<file path="src/rtl/alu_pkg.sv">
// Shared definitions for the ALU issue front-end: opcode encodings,
// the opcode legality check and the issue FSM state type.
package alu_pkg;

   localparam int unsigned OPC_W = 3;

   localparam logic [OPC_W-1:0] OP_ADD = 3'b000;
   localparam logic [OPC_W-1:0] OP_SUB = 3'b001;
   localparam logic [OPC_W-1:0] OP_MUL = 3'b010;
   localparam logic [OPC_W-1:0] OP_AND = 3'b100;
   localparam logic [OPC_W-1:0] OP_OR  = 3'b101;
   localparam logic [OPC_W-1:0] OP_XOR = 3'b110;

   typedef enum logic [1:0] {
      ST_IDLE  = 2'd0,
      ST_ISSUE = 2'd1,
      ST_HOLD  = 2'd2
   } issue_state_t;

   // The two unused encodings (3'b011, 3'b111) are the only ones with both low bits set.
   function automatic logic is_legal_op(input logic [OPC_W-1:0] op);
      return (op[1:0] != 2'b11);
   endfunction

endpackage

</file>
<file path="src/rtl/alu_cmd_fifo.sv">
// Synchronous command FIFO with registered occupancy.
// Ports:
//   clk, rst      clock, async active-high reset
//   push, wdata   write request and data (ignored when full)
//   pop           read request (ignored when empty); rdata shows the head entry
//   full, empty   occupancy flags derived from the level register
//   level         number of buffered entries, 0..DEPTH
module alu_cmd_fifo #(
   parameter int unsigned W     = 11,
   parameter int unsigned DEPTH = 4
) (
   input  logic                       clk,
   input  logic                       rst,
   input  logic                       push,
   input  logic [W-1:0]               wdata,
   input  logic                       pop,
   output logic [W-1:0]               rdata,
   output logic                       full,
   output logic                       empty,
   output logic [$clog2(DEPTH+1)-1:0] level
);

   localparam int unsigned AW = $clog2(DEPTH);
   localparam int unsigned LW = $clog2(DEPTH+1);

   logic [W-1:0]  mem [DEPTH];
   logic [AW-1:0] wr_ptr;
   logic [AW-1:0] rd_ptr;
   logic          do_push;
   logic          do_pop;

   assign full    = (level == LW'(DEPTH));
   assign empty   = (level == '0);
   assign do_push = push && !full;
   assign do_pop  = pop && !empty;
   assign rdata   = mem[rd_ptr];

   // Storage needs no reset; level/pointers define what is valid.
   always_ff @(posedge clk) begin
      if (do_push) mem[wr_ptr] <= wdata;
   end

   // Pointers wrap naturally since DEPTH is a power of two.
   always_ff @(posedge clk or posedge rst) begin
      if (rst) begin
         wr_ptr <= '0;
         rd_ptr <= '0;
         level  <= '0;
      end else begin
         if (do_push) wr_ptr <= wr_ptr + AW'(1);
         if (do_pop)  rd_ptr <= rd_ptr + AW'(1);
         case ({do_push, do_pop})
            2'b10:   level <= level + LW'(1);
            2'b01:   level <= level - LW'(1);
            default: level <= level;
         endcase
      end
   end

endmodule

</file>
<file path="src/rtl/alu_issue_unit.sv">
// Command front-end for the combinational ALU: buffers operand/opcode
// commands, issues them one at a time, captures the ALU result and returns it.
// Ports:
//   clk, rst                          clock, async active-high reset
//   cmd_valid/cmd_ready               command handshake (ready = FIFO not full)
//   cmd_op1, cmd_op2, cmd_opcode      command payload
//   alu_operand_1/2, alu_opcode       registered drive of the ALU inputs
//   alu_out, alu_status               ALU result and zero flag
//   res_valid/res_ready               result handshake
//   res_data, res_status, res_err     captured result, zero flag, illegal-opcode flag
//   fifo_level                        buffered command count
module alu_issue_unit
   import alu_pkg::*;
#(
   parameter int unsigned N     = 4,
   parameter int unsigned DEPTH = 4
) (
   input  logic                       clk,
   input  logic                       rst,
   input  logic                       cmd_valid,
   output logic                       cmd_ready,
   input  logic [N-1:0]               cmd_op1,
   input  logic [N-1:0]               cmd_op2,
   input  logic [2:0]                 cmd_opcode,
   output logic [N-1:0]               alu_operand_1,
   output logic [N-1:0]               alu_operand_2,
   output logic [2:0]                 alu_opcode,
   input  logic [2*N-1:0]             alu_out,
   input  logic                       alu_status,
   output logic                       res_valid,
   input  logic                       res_ready,
   output logic [2*N-1:0]             res_data,
   output logic                       res_status,
   output logic                       res_err,
   output logic [$clog2(DEPTH+1)-1:0] fifo_level
);

   localparam int unsigned FW = 2*N + OPC_W;

   issue_state_t  state;
   issue_state_t  state_nxt;
   logic          pop_c;
   logic          push_c;
   logic          fifo_full;
   logic          fifo_empty;
   logic [FW-1:0] fifo_wdata;
   logic [FW-1:0] fifo_rdata;

   assign fifo_wdata = {cmd_op1, cmd_op2, cmd_opcode};
   assign cmd_ready  = !fifo_full;
   assign push_c     = cmd_valid && !fifo_full;

   alu_cmd_fifo #(
      .W     (FW),
      .DEPTH (DEPTH)
   ) u_fifo (
      .clk   (clk),
      .rst   (rst),
      .push  (push_c),
      .wdata (fifo_wdata),
      .pop   (pop_c),
      .rdata (fifo_rdata),
      .full  (fifo_full),
      .empty (fifo_empty),
      .level (fifo_level)
   );

   // Issue FSM state register.
   always_ff @(posedge clk or posedge rst) begin
      if (rst) state <= ST_IDLE;
      else     state <= state_nxt;
   end

   // Next state and pop decision; HOLD can hand off directly to the next command.
   always_comb begin
      state_nxt = state;
      pop_c     = 1'b0;
      case (state)
         ST_IDLE: begin
            if (!fifo_empty) begin
               pop_c     = 1'b1;
               state_nxt = ST_ISSUE;
            end
         end
         ST_ISSUE: state_nxt = ST_HOLD;
         ST_HOLD: begin
            if (res_ready) begin
               if (!fifo_empty) begin
                  pop_c     = 1'b1;
                  state_nxt = ST_ISSUE;
               end else begin
                  state_nxt = ST_IDLE;
               end
            end
         end
         default: state_nxt = ST_IDLE;
      endcase
   end

   // ALU port registers load on pop and otherwise keep their last command.
   always_ff @(posedge clk or posedge rst) begin
      if (rst) begin
         alu_operand_1 <= '0;
         alu_operand_2 <= '0;
         alu_opcode    <= '0;
      end else if (pop_c) begin
         {alu_operand_1, alu_operand_2, alu_opcode} <= fifo_rdata;
      end
   end

   // Result capture in ISSUE; release on the result handshake.
   always_ff @(posedge clk or posedge rst) begin
      if (rst) begin
         res_valid  <= 1'b0;
         res_data   <= '0;
         res_status <= 1'b0;
         res_err    <= 1'b0;
      end else if (state == ST_ISSUE) begin
         res_valid  <= 1'b1;
         res_data   <= alu_out;
         res_status <= alu_status;
         res_err    <= !is_legal_op(alu_opcode);
      end else if (state == ST_HOLD && res_ready) begin
         res_valid  <= 1'b0;
      end
   end

endmodule

</file>
<file path="config.mk">
export PLATFORM = sky130hd
export DESIGN_NAME = alu_issue_unit
export DESIGN_NICKNAME = d
export VERILOG_FILES = /design/src/rtl/alu_pkg.sv /design/src/rtl/alu_cmd_fifo.sv /design/src/rtl/alu_issue_unit.sv
export SDC_FILE = /design/constraint.sdc
export NUM_CORES = 1
export LEC_CHECK = 0
export ABC_AREA = 1
export BUFFER_PORTS_ARGS = -buffer_cell sky130_fd_sc_hd__buf_2
export CAP_MARGIN = 25
export CORE_MARGIN = 4
export CORE_UTILIZATION = 39
export CTS_CLUSTER_SIZE = 24
export DETAILED_ROUTE_END_ITERATION = 16
export MAX_ROUTING_LAYER = met4
export PLACE_DENSITY = 0.59
export SYNTH_ARGS = -nofsm -noshare
export SYNTH_HDL_FRONTEND = slang
export SYNTH_SLANG_ARGS = --single-unit
</file>
<file path="constraint.sdc">
create_clock -name clk -period 2.3 [get_ports clk]
set_clock_uncertainty 0.1 [all_clocks]
set_input_delay 0 -clock clk [delete_from_list [all_inputs] [get_ports clk]]
set_output_delay 0 -clock clk [all_outputs]
set_load 0.1 [all_outputs]
</file>
== Word level (Yosys, flattened, before mapping) ==
Memory sizes are Yosys's and may differ from the RTL's. A register that Yosys moved wholly into a read port is not among the register bits.
Cells that the tools add are included.
W data, S select, Z words.

* Add/sub/neg operators: 4
* Multiply operators: 0
* Div/mod/pow operators: 0
* Magnitude comparators: 0
* Equal/unequal tests: 8
* Shift-type cells: 0
* Mux-type cells: 12
* Bitwise gates (word level): 0
* Reduce and logical (&&, ||, !) cells: 12

{| class="wikitable"
|+ Operators by type and width
! operator !! count
|-
| $mux W1 || 7
|-
| $ne A2 B2 Y1 const B || 3
|-
| $pmux W2 S3 || 1
|-
| $pmux W3 S2 || 1
|-
| $add A2 B1 Y2 const B || 2
|-
| $eq A2 B1 Y1 const B || 2
|-
| $eq A2 B2 Y1 const B || 2
|-
| $logic_and A1 B1 Y1 || 4
|-
| $mux W2 || 2
|-
| $reduce_bool A2 Y1 || 2
|-
| $add A3 B1 Y3 const B || 1
|-
| $eq A3 B3 Y1 const B || 1
|-
| $logic_not A1 Y1 || 3
|-
| $logic_not A3 Y1 || 1
|-
| $sub A3 B1 Y3 const B || 1
|-
| $logic_not A2 Y1 || 1
|-
| $pmux W1 S2 || 1
|-
| $reduce_and A2 Y1 || 1
|}

* Bits in registers: 20
* Latch bits: 0
* RAM bits: 44
* Memory bits (read-only): 0
* Input bits: 24
* Logic and storage cells: 45
* Memories kept: 1

{| class="wikitable"
|+ Memories
! name !! words !! bits a word !! rd ports !! clocked after memory_dff !! write ports !! RTL line !! text
|-
| u_fifo.mem || 4 || 11 || 1 || 1 || 1 || alu_cmd_fifo.sv:26 || <nowiki>logic [W-1:0] mem [DEPTH];</nowiki>
|}

== Logic depth before layout (Yosys ltp) ==
Gate-level depths: netlist (run 1).

* Depth after elaboration: 7
* Mapped depth: 12

== Cells and area by module ==
From an unflattened synthesis (run 1), not the netlist that was laid out.

* Cell total of the unflattened synthesis: 302
* Area total of the unflattened synthesis: 3193.1 um^2

{| class="wikitable"
|+ By module, submodules not included
! module !! instances !! cells each !! area each (um^2)
|-
| alu_cmd_fifo || 1 || 190 || 2213.4
|-
| alu_issue_unit || 1 || 112 || 979.7
|}

== Worst setup path before layout (run 1) ==
Ideal clock, no wire load.

* Path type: register -> register
* Start: reg u_fifo.level[2]
* End: reg u_fifo.level[2]
* Library setup time: 126 ps
* Data arrival time: 2850 ps
* Setup slack: -776 ps
* Cell stages (with the launch flop): 9
* Period minus slack after synthesis: 3076 ps
* Cells stage by stage: dfrtp_1 > nand3_2 > nand2_2 > ha_1 > inv_1 > fa_1 > nand2_1 > nand3_1 > xor2_1

* Elaborated cells on any way between the ends: 16
* Classes of those cells: add/sub: 2; eq/ne: 3; mux: 4; reduce/logical: 7

{| class="wikitable"
|+ RTL lines
! element !! RTL line !! text
|-
| start, declared || alu_cmd_fifo.sv:20 || <nowiki>output logic [$clog2(DEPTH+1)-1:0] level</nowiki>
|-
| start signal, assigned || alu_cmd_fifo.sv:53 || <nowiki>2'b10: level <= level + LW'(1);</nowiki>
|-
| start signal, assigned || alu_cmd_fifo.sv:54 || <nowiki>2'b01: level <= level - LW'(1);</nowiki>
|-
| start signal, assigned || alu_cmd_fifo.sv:55 || <nowiki>default: level <= level;</nowiki>
|-
| $eq A3 B3 Y1 * || alu_cmd_fifo.sv:32 || <nowiki>assign full = (level == LW'(DEPTH));</nowiki>
|-
| $logic_not A1 Y1 * || n/a ||
|-
| via cmd_ready || alu_issue_unit.sv:21 || <nowiki>output logic cmd_ready,</nowiki>
|-
| $logic_and A1 B1 Y1 || alu_issue_unit.sv:51 || <nowiki>assign push_c = cmd_valid && !fifo_full;</nowiki>
|-
| $logic_and A1 B1 Y1 * || alu_cmd_fifo.sv:34 || <nowiki>assign do_push = push && !full;</nowiki>
|-
| $eq A2 B1 Y1 or $eq A2 B2 Y1 (tied branches) || alu_cmd_fifo.sv:52 || <nowiki>case ({do_push, do_pop})</nowiki>
|-
| $pmux W3 S2 or $reduce_bool A2 Y1 (tied branches) || n/a ||
|}

The timed path passes the listed nets; every way through them passes the cells marked *.
A chain may end at the register's enable or synchronous reset.

== Worst setup path in the final report (run 1) ==
* Start: reg u_fifo.level[2]
* End: reg u_fifo.level[2]

* Cells in the longest elaborated chain, start to end: 7
* Elaborated cells on any way between the ends: 16
* Classes of those cells: add/sub: 2; eq/ne: 3; mux: 4; reduce/logical: 7

{| class="wikitable"
|+ Ends and longest elaborated chain
! element !! RTL line !! text
|-
| $logic_not A3 Y1 || alu_cmd_fifo.sv:33 || <nowiki>assign empty = (level == '0);</nowiki>
|-
| $mux W1 || alu_issue_unit.sv:80, alu_issue_unit.sv:88 ||
|-
| $mux W1 || alu_issue_unit.sv:87 || <nowiki>if (res_ready) begin</nowiki>
|-
| $pmux W1 S2 || alu_issue_unit.sv:78 || <nowiki>case (state)</nowiki>
|-
| $logic_and A1 B1 Y1 || alu_cmd_fifo.sv:35 || <nowiki>assign do_pop = pop && !empty;</nowiki>
|-
| $eq A2 B1 Y1 or $eq A2 B2 Y1 (tied branches) || alu_cmd_fifo.sv:52 ||
|-
| $pmux W3 S2 or $reduce_bool A2 Y1 (tied branches) || n/a ||
|}

Parallel ways exist; a longest one is shown, timed or not.

==> reports/results.ini, run 1 <==
[finish]
final_cell_mix=nand2_1, inv_1, buf_2
stdcell_area_um2=4149
drive_gt1_frac=0.2602
antenna_cells=0
areaGrowthSynthToFinish_pct=23.64
final_common_cell=nand2_1
nNetsFinal=440

[setup_path]
reg2regPathDepth=10
end_kind=flop
crit_required_ns=2.44
worstReg2RegStart=u_fifo.level[2]
crit_type=reg2reg
reg2reg_to=u_fifo.level[2]
r2r_setup_slack_ns=0.40
start_kind=flop
critPathMaxFanout=14
worstPathArrival_ns=2.04

[floorplan]
num_rows=33
io_pins=50
die_area_um2=10150
die_h_um=100.8
coreArea_um2=8299
start_util=0.4043
fp.dieW_um=100.8

[clocking]
htreeDepth=3
cts_sinks=75
holdBufCountCts=23
cts_tree=done
numCtsBuffers=9
cts.path.max_buffers=2
clk-insertion-delay-late_ns=0.35
cts_setup_buffers=0
clkTransAtPathRegs_ns=0.09
cts_root_buffer=clkbuf_8
cts_resized=0

[route]
drt_iter0_markers=86
wl_per_cell_um=12.22
ant_nets=0
vias=2231
routed_wl_um=6353
vias_per_cell=4.290
first_pass_iters=4
drc=0

[timing]
fin_crit_sh=0.8263
setup_violations=0
hold_viol=0
slew_viol_final=0
max_freq_mhz=526.2
worst_pin_slew_ns=0.6884
relSlewSlack=0.5394
rsz0062_at_grt=no
period_minus_slack_ns=1.901

[synthesis]
syn-cell-area_um2=3356
yosysWarnings=0
syn_area_per_cell_um2=10.17
ys_seq_area_frac=0.6249
postSynthCellCount=330
synth_nets=360
synth_cell_types=23
synth-seq-cells=75

[worst_hold_path]
hp-class=in2async

[place]
io_buffers=49
dp_hpwl_um=4267
gp_routability_congestion=0.7407
place_area_um2=3726

[grt]
first_global_vias=2246
grt_max_degree=24
track_usage=0.1424
grt_pass1_wl_um=10810
grt_overflow_total=0
grt_antenna_before_repair=0

[run_status]
status=finished, final reports clean

[run]
maxCapViolations=0

-- how the worst max path moves through the flow --
stage	from	end	slack, ns	cells past startpoint
2_1_floorplan	u_fifo.level[0]	u_fifo.level[2]	-0.009	9
3_3_place_gp	u_fifo.level[1]	u_fifo.level[2]	0.42	10
3_5_place_dp	u_fifo.level[1]	u_fifo.level[2]	0.39	10
4_1_cts	u_fifo.level[1]	u_fifo.level[2]	0.38	10
5_1_grt	u_fifo.level[2]	u_fifo.level[2]	0.29	11
6_report	u_fifo.level[2]	u_fifo.level[2]	0.40	10
-- critical path, stage by stage (launching register included) --
cell and delay [ns]:
dfrtp_4 0.44, inv_2 0.06, nand3_4 0.09, inv_4 0.05, nor2_8 0.20, ha_4 0.17
inv_1 0.05, fa_2 0.34, nand2_1 0.07, nand3_1 0.08, xor2_1 0.14
-- metal layers --
| metal | track usage | vias to the layer above | wire length, µm |
|---|---|---|---|
| met3 | 0.03114 | 9 | 302 |
| met5 | - | - | 0 |
| li1 | - | 1164 | - |
| met4 | 0.05907 | 0 | 104 |
| met2 | 0.2228 | 49 | 2977 |
| met1 | 0.1795 | 1009 | 2969 |
-- cells in the mapped netlist, drive strengths merged --
cell	count	area [µm²]
nand2	133	539.3
inv	63	241.5
edfxtp	44	1321
dfrtp	31	775.7
nand3	28	192.7
buf	11	110.1
nor2	7	42.54
ha	5	62.56
o21ai	3	15.01
xor2	3	26.28
fa	1	20.02
xnor2	1	8.760
-- logic make-up after synthesis --
| family | synth area share |
|---|---|
| AO/OA/AOI/OAI | 0.004473 |
| XOR/XNOR | 0.01044 |
| adder cells (fa/ha/maj) | 0.02461 |
| buffers and inverters | 0.1048 |
| flip-flops | 0.6249 |
| AND/OR/NAND/NOR | 0.2308 |
-- layout make-up --
cell class | count | area [µm²]
Timing Repair Buffer | 80 | 535.5
Sequential cell | 75 | 2108
Clock buffer | 10 | 127.6
Tap cell | 105 | 131.4
Multi-Input combinational cell | 181 | 934.6
Fill cell | 736 | 4150
Inverter | 63 | 246.5
Clock inverter | 6 | 65.06
-- flip-flops by register name (all words and copies together), names as in the netlist --
signal / flops
res_data: 8
state: 2
alu_opcode: 3
res_status: 1
alu_operand_1: 4
alu_operand_2: 4
res_err: 1
u_fifo.mem: 44
res_valid: 1
u_fifo.wr_ptr: 2
u_fifo.level: 3
u_fifo.rd_ptr: 2
-- per-stage QoR --
stage          instances    util  setup WS [ns]  hold WS [ns]  setup TNS, ns
2_1_floorplan        330       -      -0.009362     -0.001131      -0.009362
3_3_place_gp         481  0.4490         0.4214      -0.02664              0
3_5_place_dp         481  0.4490         0.3933      -0.02051              0
4_1_cts              520  0.4999         0.3834        0.1508              0
5_1_grt              520  0.4999         0.2884        0.2005              0
6_report             520  0.4999         0.3994        0.1312              0
Power of run 1 is left out: the tool's default activity adds up to more than one toggle a clock period on the data nets, which glitch-free logic cannot reach.
==> run 2: changes to the inputs <==
Settings changed: ABC_AREA 1 to 0, PLACE_DENSITY 0.59 to 0.62.
Clock period 2.3 ns to 1.7 ns, I/O delays scaled along.
==> run 2 against run 1 <==
Worst setup slack worse by 0.83 ns. First-iteration DRC count decreased by 53%. Cell count is 33% lower. Hold slack worse by 0.089 ns. Via count shrank 28%. Register-to-register slack got worse by 0.83 ns. Largest cell class unchanged. The flow now finishes with violations (negative setup slack). Non-clock buffer count increased by 7. Core utilization is 3.2 points higher. Die area down 11%. Count of clock-buffer cells in the layout down 1. Fmax decreased by 11%.
==> reports/results.ini, run 2 <==
[run_status]
status=finished with violations
violations=negative setup slack

[clocking]
cts_sinks=75  ; unchanged
cts_setup_buffers=0  ; unchanged
numCtsBuffers=9  ; unchanged
clkTransAtPathRegs_ns=0.08  ; about the same
cts_root_buffer=clkbuf_8
htreeDepth=3  ; unchanged
clk-insertion-delay-late_ns=0.35  ; about the same
cts.path.max_buffers=2  ; unchanged
cts_tree=done

[synthesis]
synth_nets=182  ; -49%
synth_top_flop_cell=edfxtp_1
yosysTopAreaCell=edfxtp_1
postSynthCellCount=152  ; -54%
syn_area_per_cell_um2=19.48  ; +92%
async_flop_share=0.4133  ; unchanged
synth_cell_types=28  ; +22%
post-synth-top-count-cell=edfxtp_1
synthTopCellsByArea=edfxtp_1, dfrtp_1, mux4_2
synth-seq-cells=75  ; unchanged
syn-cell-area_um2=2960  ; -12%
ys_seq_area_frac=0.7084  ; +0.08346
synth_edf_count=44  ; unchanged
ys_top_cells_by_count=edfxtp_1, dfrtp_1, mux2_2
synth_top_area_share=0.4463  ; +0.05259
yosysWarnings=0  ; unchanged

[route]
drc=0  ; unchanged
drt_iter0_markers=40  ; -53%
vias=1598  ; -28%
ant_nets=0  ; unchanged
vias_per_cell=4.566  ; +6.4%
routed_wl_um=5186  ; -18%
wl_per_cell_um=14.82  ; +21%
first_pass_iters=3  ; -1

[finish]
stdcell_area_um2=3897  ; -6.1%
reg_top3=u_fifo.mem (44), res_data (8)
drive_gt1_frac=0.5060  ; +0.2457
antenna_cells=0  ; unchanged
largest_reg_flops=44  ; unchanged
areaGrowthSynthToFinish_pct=31.66
nNetsFinal=276  ; -37%
regMostFlops=u_fifo.mem
fillers=601  ; -18%
final_cell_mix=buf_2, edfxtp_1, dfrtp_1
final_common_cell=buf_2

[setup_path]
crit_type=reg2reg
critPathSlowestCell=dfrtp_4
crit_required_ns=1.87  ; -0.57 ns
path_delay_family=simple AND/OR/NAND/NOR gates
start_kind=flop
max_stage_delay_ns=0.48  ; +0.04 ns
worstPathArrival_ns=2.30  ; +0.26 ns
critPathMaxFanout=2  ; -12
end_kind=flop
crit_path_cell_trace=or3b_4 -> and2_4 -> inv_2 -> ha_4 -> inv_2 -> fa_2 -> xor2_1 -> nor2_1 -> xor2_1
cp.buffers_inverters=2  ; -1

[timing]
max_freq_mhz=468.4  ; -11%
rsz0062_at_grt=yes
period_minus_slack_ns=2.135  ; +0.2341 ns
fin_crit_sh=1.256  ; +0.4294
worst_pin_slew_ns=0.5755  ; -0.1129 ns
relSlewSlack=0.6163  ; +0.07694
setup_violations=49  ; +49
hold_viol=0  ; unchanged
timing.final.ws_setup_ns=-0.4347  ; -0.8341 ns
slew_viol_final=0  ; unchanged

[grt]
grt_overflow_total=0  ; unchanged
grt_pass1_wl_um=8459  ; -22%
grt_max_degree=21  ; -13%
grt_antenna_before_repair=0  ; unchanged
track_usage=0.1314  ; -0.01102
first_global_vias=1680  ; -25%

[worst_hold_path]
hp-class=in2reg

[floorplan]
num_rows=31  ; -6.1%
die_area_um2=9049  ; -11%
fp.dieW_um=95.13  ; -5.6%
die_h_um=95.13  ; -5.6%
start_util=0.4038  ; -0.0005187
io_pins=50  ; unchanged
coreArea_um2=7331  ; -12%

[run]
maxCapViolations=0  ; unchanged

[place]
gp_routability_congestion=0.7192  ; -2.9%
place_area_um2=3465  ; -7.0%
io_buffers=49  ; unchanged
dp_hpwl_um=3502  ; -18%

-- run 2: cell types whose count changed in the layout (fill, tap and decap cells not counted), moves of 4 or more --
cell	previous run	this run
and3_2	0	4
buf_4	8	15
inv_1	56	7
inv_4	4	0
mux2_2	0	12
mux2_4	0	9
mux4_2	0	10
nand2_1	119	0
nand2_2	12	0
nand3_1	19	1
nand3_2	7	0
nor2_1	6	2
-- run 2: final timing paths --
path                                    end  cells after the start       startpoint  slack (ns)
min                        u_fifo.wr_ptr[0]                      4        cmd_valid        0.04
min in group asynchronous  alu_operand_2[3]                      3              rst        0.14
max in group asynchronous   u_fifo.level[2]                      4              rst        0.84
max                         u_fifo.level[2]                      9  u_fifo.level[1]       -0.43
max reg2reg                 u_fifo.level[2]                      9  u_fifo.level[1]       -0.43
min reg2reg                     res_data[4]                      1      res_data[4]        0.41
-- run 2: logic make-up (layout without fill, tap and decap cells) --
logic type               Yosys count  after routing  synth area share
flip-flops                        75             75            0.7084
multiplexers                      33             33            0.1796
AND/OR/NAND/NOR                   16             16           0.03973
buffers and inverters             13            112           0.02113
adder cells (fa/ha/maj)            6              6           0.02790
XOR/XNOR                           6              6           0.01775
AO/OA/AOI/OAI                      3              3          0.005496
-- run 2: area by class of cell --
cell class	instances	area [µm²]	area share
sequential	75	2108	0.5409
timing repair buffer	87	604.3	0.1551
tap	99	123.9	0.03178
multi-input combinational	64	827.0	0.2122
clock inverter	7	76.32	0.01958
inverter	9	33.78	0.008668
clock buffer	9	123.9	0.03178
-- run 2: stage by stage --
stage | setup TNS [ns] | hold WS (ns) | setup slack, ns | utilization | std cells
after floorplan | -13.66 | -0.001131 | -0.8690 | - | 152
after global placement | -1.869 | -0.02414 | -0.4380 | 0.4726 | 312
after detailed placement | -2.010 | -0.008516 | -0.4688 | 0.4726 | 312
after CTS | -2.500 | 0.02801 | -0.4486 | 0.5317 | 350
after global routing | -3.985 | 0.04876 | -0.5493 | 0.5317 | 350
final | -2.079 | 0.04192 | -0.4347 | 0.5317 | 350
-- run 2: tightest hold or removal path, stage by stage --
cell	delay [ns]
buf_2	0.12
and2_4	0.15
buf_4	0.12
xnor2_1	0.06
-- run 2: timing repair --
item,CTS,global route
hold buffers,22,0
setup endpoints to repair,58,57
resized for setup,3,0
gates cloned,0,0
pin swaps,3,0
hold endpoints to repair,66,0
-- run 2: layer usage --
layer / share of wire / GRT usage / vias up
met5: 0 / - / -
met4: 0.016 / 0.05769 / 0
met3: 0.055 / 0.04104 / 8
met2: 0.49 / 0.1977 / 38
met1: 0.44 / 0.1640 / 789
li1: - / - / 763
Power of run 2 is left out for the same reason.
==> run 3: changes to the inputs <==
Settings changed: REMOVE_ABC_BUFFERS set to 1, SETUP_SLACK_MARGIN set to 0.05.
==> run 3 against run 2 <==
The run still ends with negative setup slack left. Global-route usage increased by 0.30 points. Wire length increased by 1.8%. Highest routed layer unchanged. First-iteration DRC count increased by 55%. Count of clock-buffer cells in the layout increased by 1. Core utilization increased by 0.72 points. Critical endpoint unchanged. Critical path depth unchanged. Via count increased by 1.1%.
==> reports/results.ini, run 3 (synthesis results as in run 2) <==
[timing]
fin_crit_sh=1.200  ; -0.05532
slew_viol_final=0  ; unchanged
timing.final.ws_setup_ns=-0.3407  ; +0.09404 ns
worst_pin_slew_ns=0.5468  ; -0.02866 ns
hold_viol=0  ; unchanged
setup_violations=2  ; -96%
relSlewSlack=0.6355  ; +0.01911
max_freq_mhz=490.0  ; +4.6%
period_minus_slack_ns=2.041  ; -0.09404 ns
rsz0062_at_grt=yes

[setup_path]
end_kind=flop
start_kind=flop
crit_path_cell_trace=or3b_4 -> and2_4 -> inv_2 -> ha_4 -> inv_2 -> fa_2 -> xor2_1 -> nor2_1 -> xor2_1
max_stage_delay_ns=0.40  ; -0.08 ns
crit_required_ns=1.87  ; about the same
critPathMaxFanout=2  ; unchanged
worstPathArrival_ns=2.21  ; -0.09 ns
critPathSlowestCell=or3b_4
crit_type=reg2reg

[floorplan]
fp.dieW_um=95.13  ; unchanged
die_h_um=95.13  ; unchanged
num_rows=31  ; unchanged
die_area_um2=9049  ; unchanged
coreArea_um2=7331  ; unchanged
start_util=0.4038  ; unchanged
io_pins=50  ; unchanged

[finish]
final_common_cell=buf_2
areaGrowthSynthToFinish_pct=33.43
regMostFlops=u_fifo.mem
nNetsFinal=281  ; +1.8%
antenna_cells=0  ; unchanged
drive_gt1_frac=0.4922  ; -0.01379
largest_reg_flops=44  ; unchanged
stdcell_count=355  ; +1.4%
final_cell_mix=buf_2, edfxtp_1, dfrtp_1
reg_top3=u_fifo.mem (44), res_data (8)

[worst_hold_path]
hp-class=in2reg

[run_status]
violations=negative setup slack
status=finished with violations

[grt]
grt_max_degree=32  ; +52%
first_global_vias=1711  ; +1.8%
grt_overflow_total=0  ; unchanged
grt_pass1_wl_um=8728  ; +3.2%
grt_antenna_before_repair=0  ; unchanged
track_usage=0.1344  ; +0.002994

[clocking]
clkTransAtPathRegs_ns=0.08  ; about the same
cts_sinks=75  ; unchanged
clk-insertion-delay-late_ns=0.34  ; about the same
cts_root_buffer=clkbuf_8
cts.path.max_buffers=2  ; unchanged
cts_tree=done
htreeDepth=3  ; unchanged
numCtsBuffers=9  ; unchanged

[place]
io_buffers=49  ; unchanged
dp.cells=317  ; +1.6%
dp_hpwl_um=3412  ; -2.6%
place_ws_ns=-0.4443  ; +0.02449 ns
gp_routability_congestion=0.7032  ; -2.2%

[route]
drc=0  ; unchanged
routed_wl_um=5281  ; +1.8%
drt_iter0_markers=62  ; +55%
wl_per_cell_um=14.88  ; +0.40%
vias=1616  ; +1.1%
first_pass_iters=4  ; +1
vias_per_cell=4.552  ; -0.30%
ant_nets=0  ; unchanged

[run]
maxCapViolations=0  ; unchanged

## run 3: final timing paths
path | startpoint | endpoint | slack [ns] | depth (start not counted)
max | u_fifo.level[0] | u_fifo.level[2] | -0.34 | 9
min | cmd_valid | u_fifo.wr_ptr[0] | 0.03 | 4
max reg2reg | u_fifo.level[0] | u_fifo.level[2] | -0.34 | 9
min reg2reg | res_data[4] | res_data[4] | 0.40 | 1
max in group asynchronous | rst | u_fifo.rd_ptr[0] | 0.99 | 4
min in group asynchronous | rst | res_data[0] | 0.19 | 4
## run 3: metal layers
layer / part of all wire / track usage / vias up
li1: - / - / 770
met1: 0.45 / 0.1636 / 793
met2: 0.48 / 0.2111 / 47
met3: 0.062 / 0.03236 / 6
met4: 0.012 / 0.06490 / 0
met5: 0 / - / -
## run 3: stage by stage
stage / hold WS, ns / area, µm² / utilization / TNS (ns)
final: 0.03424 / 3950 / 0.5388 / -0.5761
after global routing: 0.04683 / 3950 / 0.5388 / -0.8208
after CTS: 0.01883 / 3958 / 0.5399 / -0.6151
after detailed placement: 0.02378 / 3508 / 0.4786 / -0.6837
after global placement: 0.01184 / 3508 / 0.4786 / -0.6195
after floorplan: -0.001131 / 2932 / - / -41.19
## run 3: layout make-up
| class | count | area, µm² |
|---|---|---|
| tap | 99 | 123.9 |
| clock buffer | 10 | 137.6 |
| clock inverter | 6 | 46.29 |
| fill | 589 | 3381 |
| timing repair buffer | 92 | 683.2 |
| sequential | 75 | 2098 |
| inverter | 9 | 33.78 |
| multi-input combinational | 64 | 827.0 |
## run 3: what timing repair did
item	4_1_cts	5_1_grt
pin swaps	3	4
endpoints found under the setup margin	36	27
hold buffers	22	0
hold endpoints to repair	86	0
setup buffers	1	0
gates cloned	0	0
resized for setup	11	1
## run 3: critical path: cells and delay by family, from the launching register on
family                   cells  cell delay [ns]
buffers and inverters        2             0.09
XOR/XNOR                     2             0.28
flip-flops                   1             0.39
AND/OR/NAND/NOR              3             0.66
adder cells (fa/ha/maj)      2             0.44
Power of run 3 is left out for the same reason.
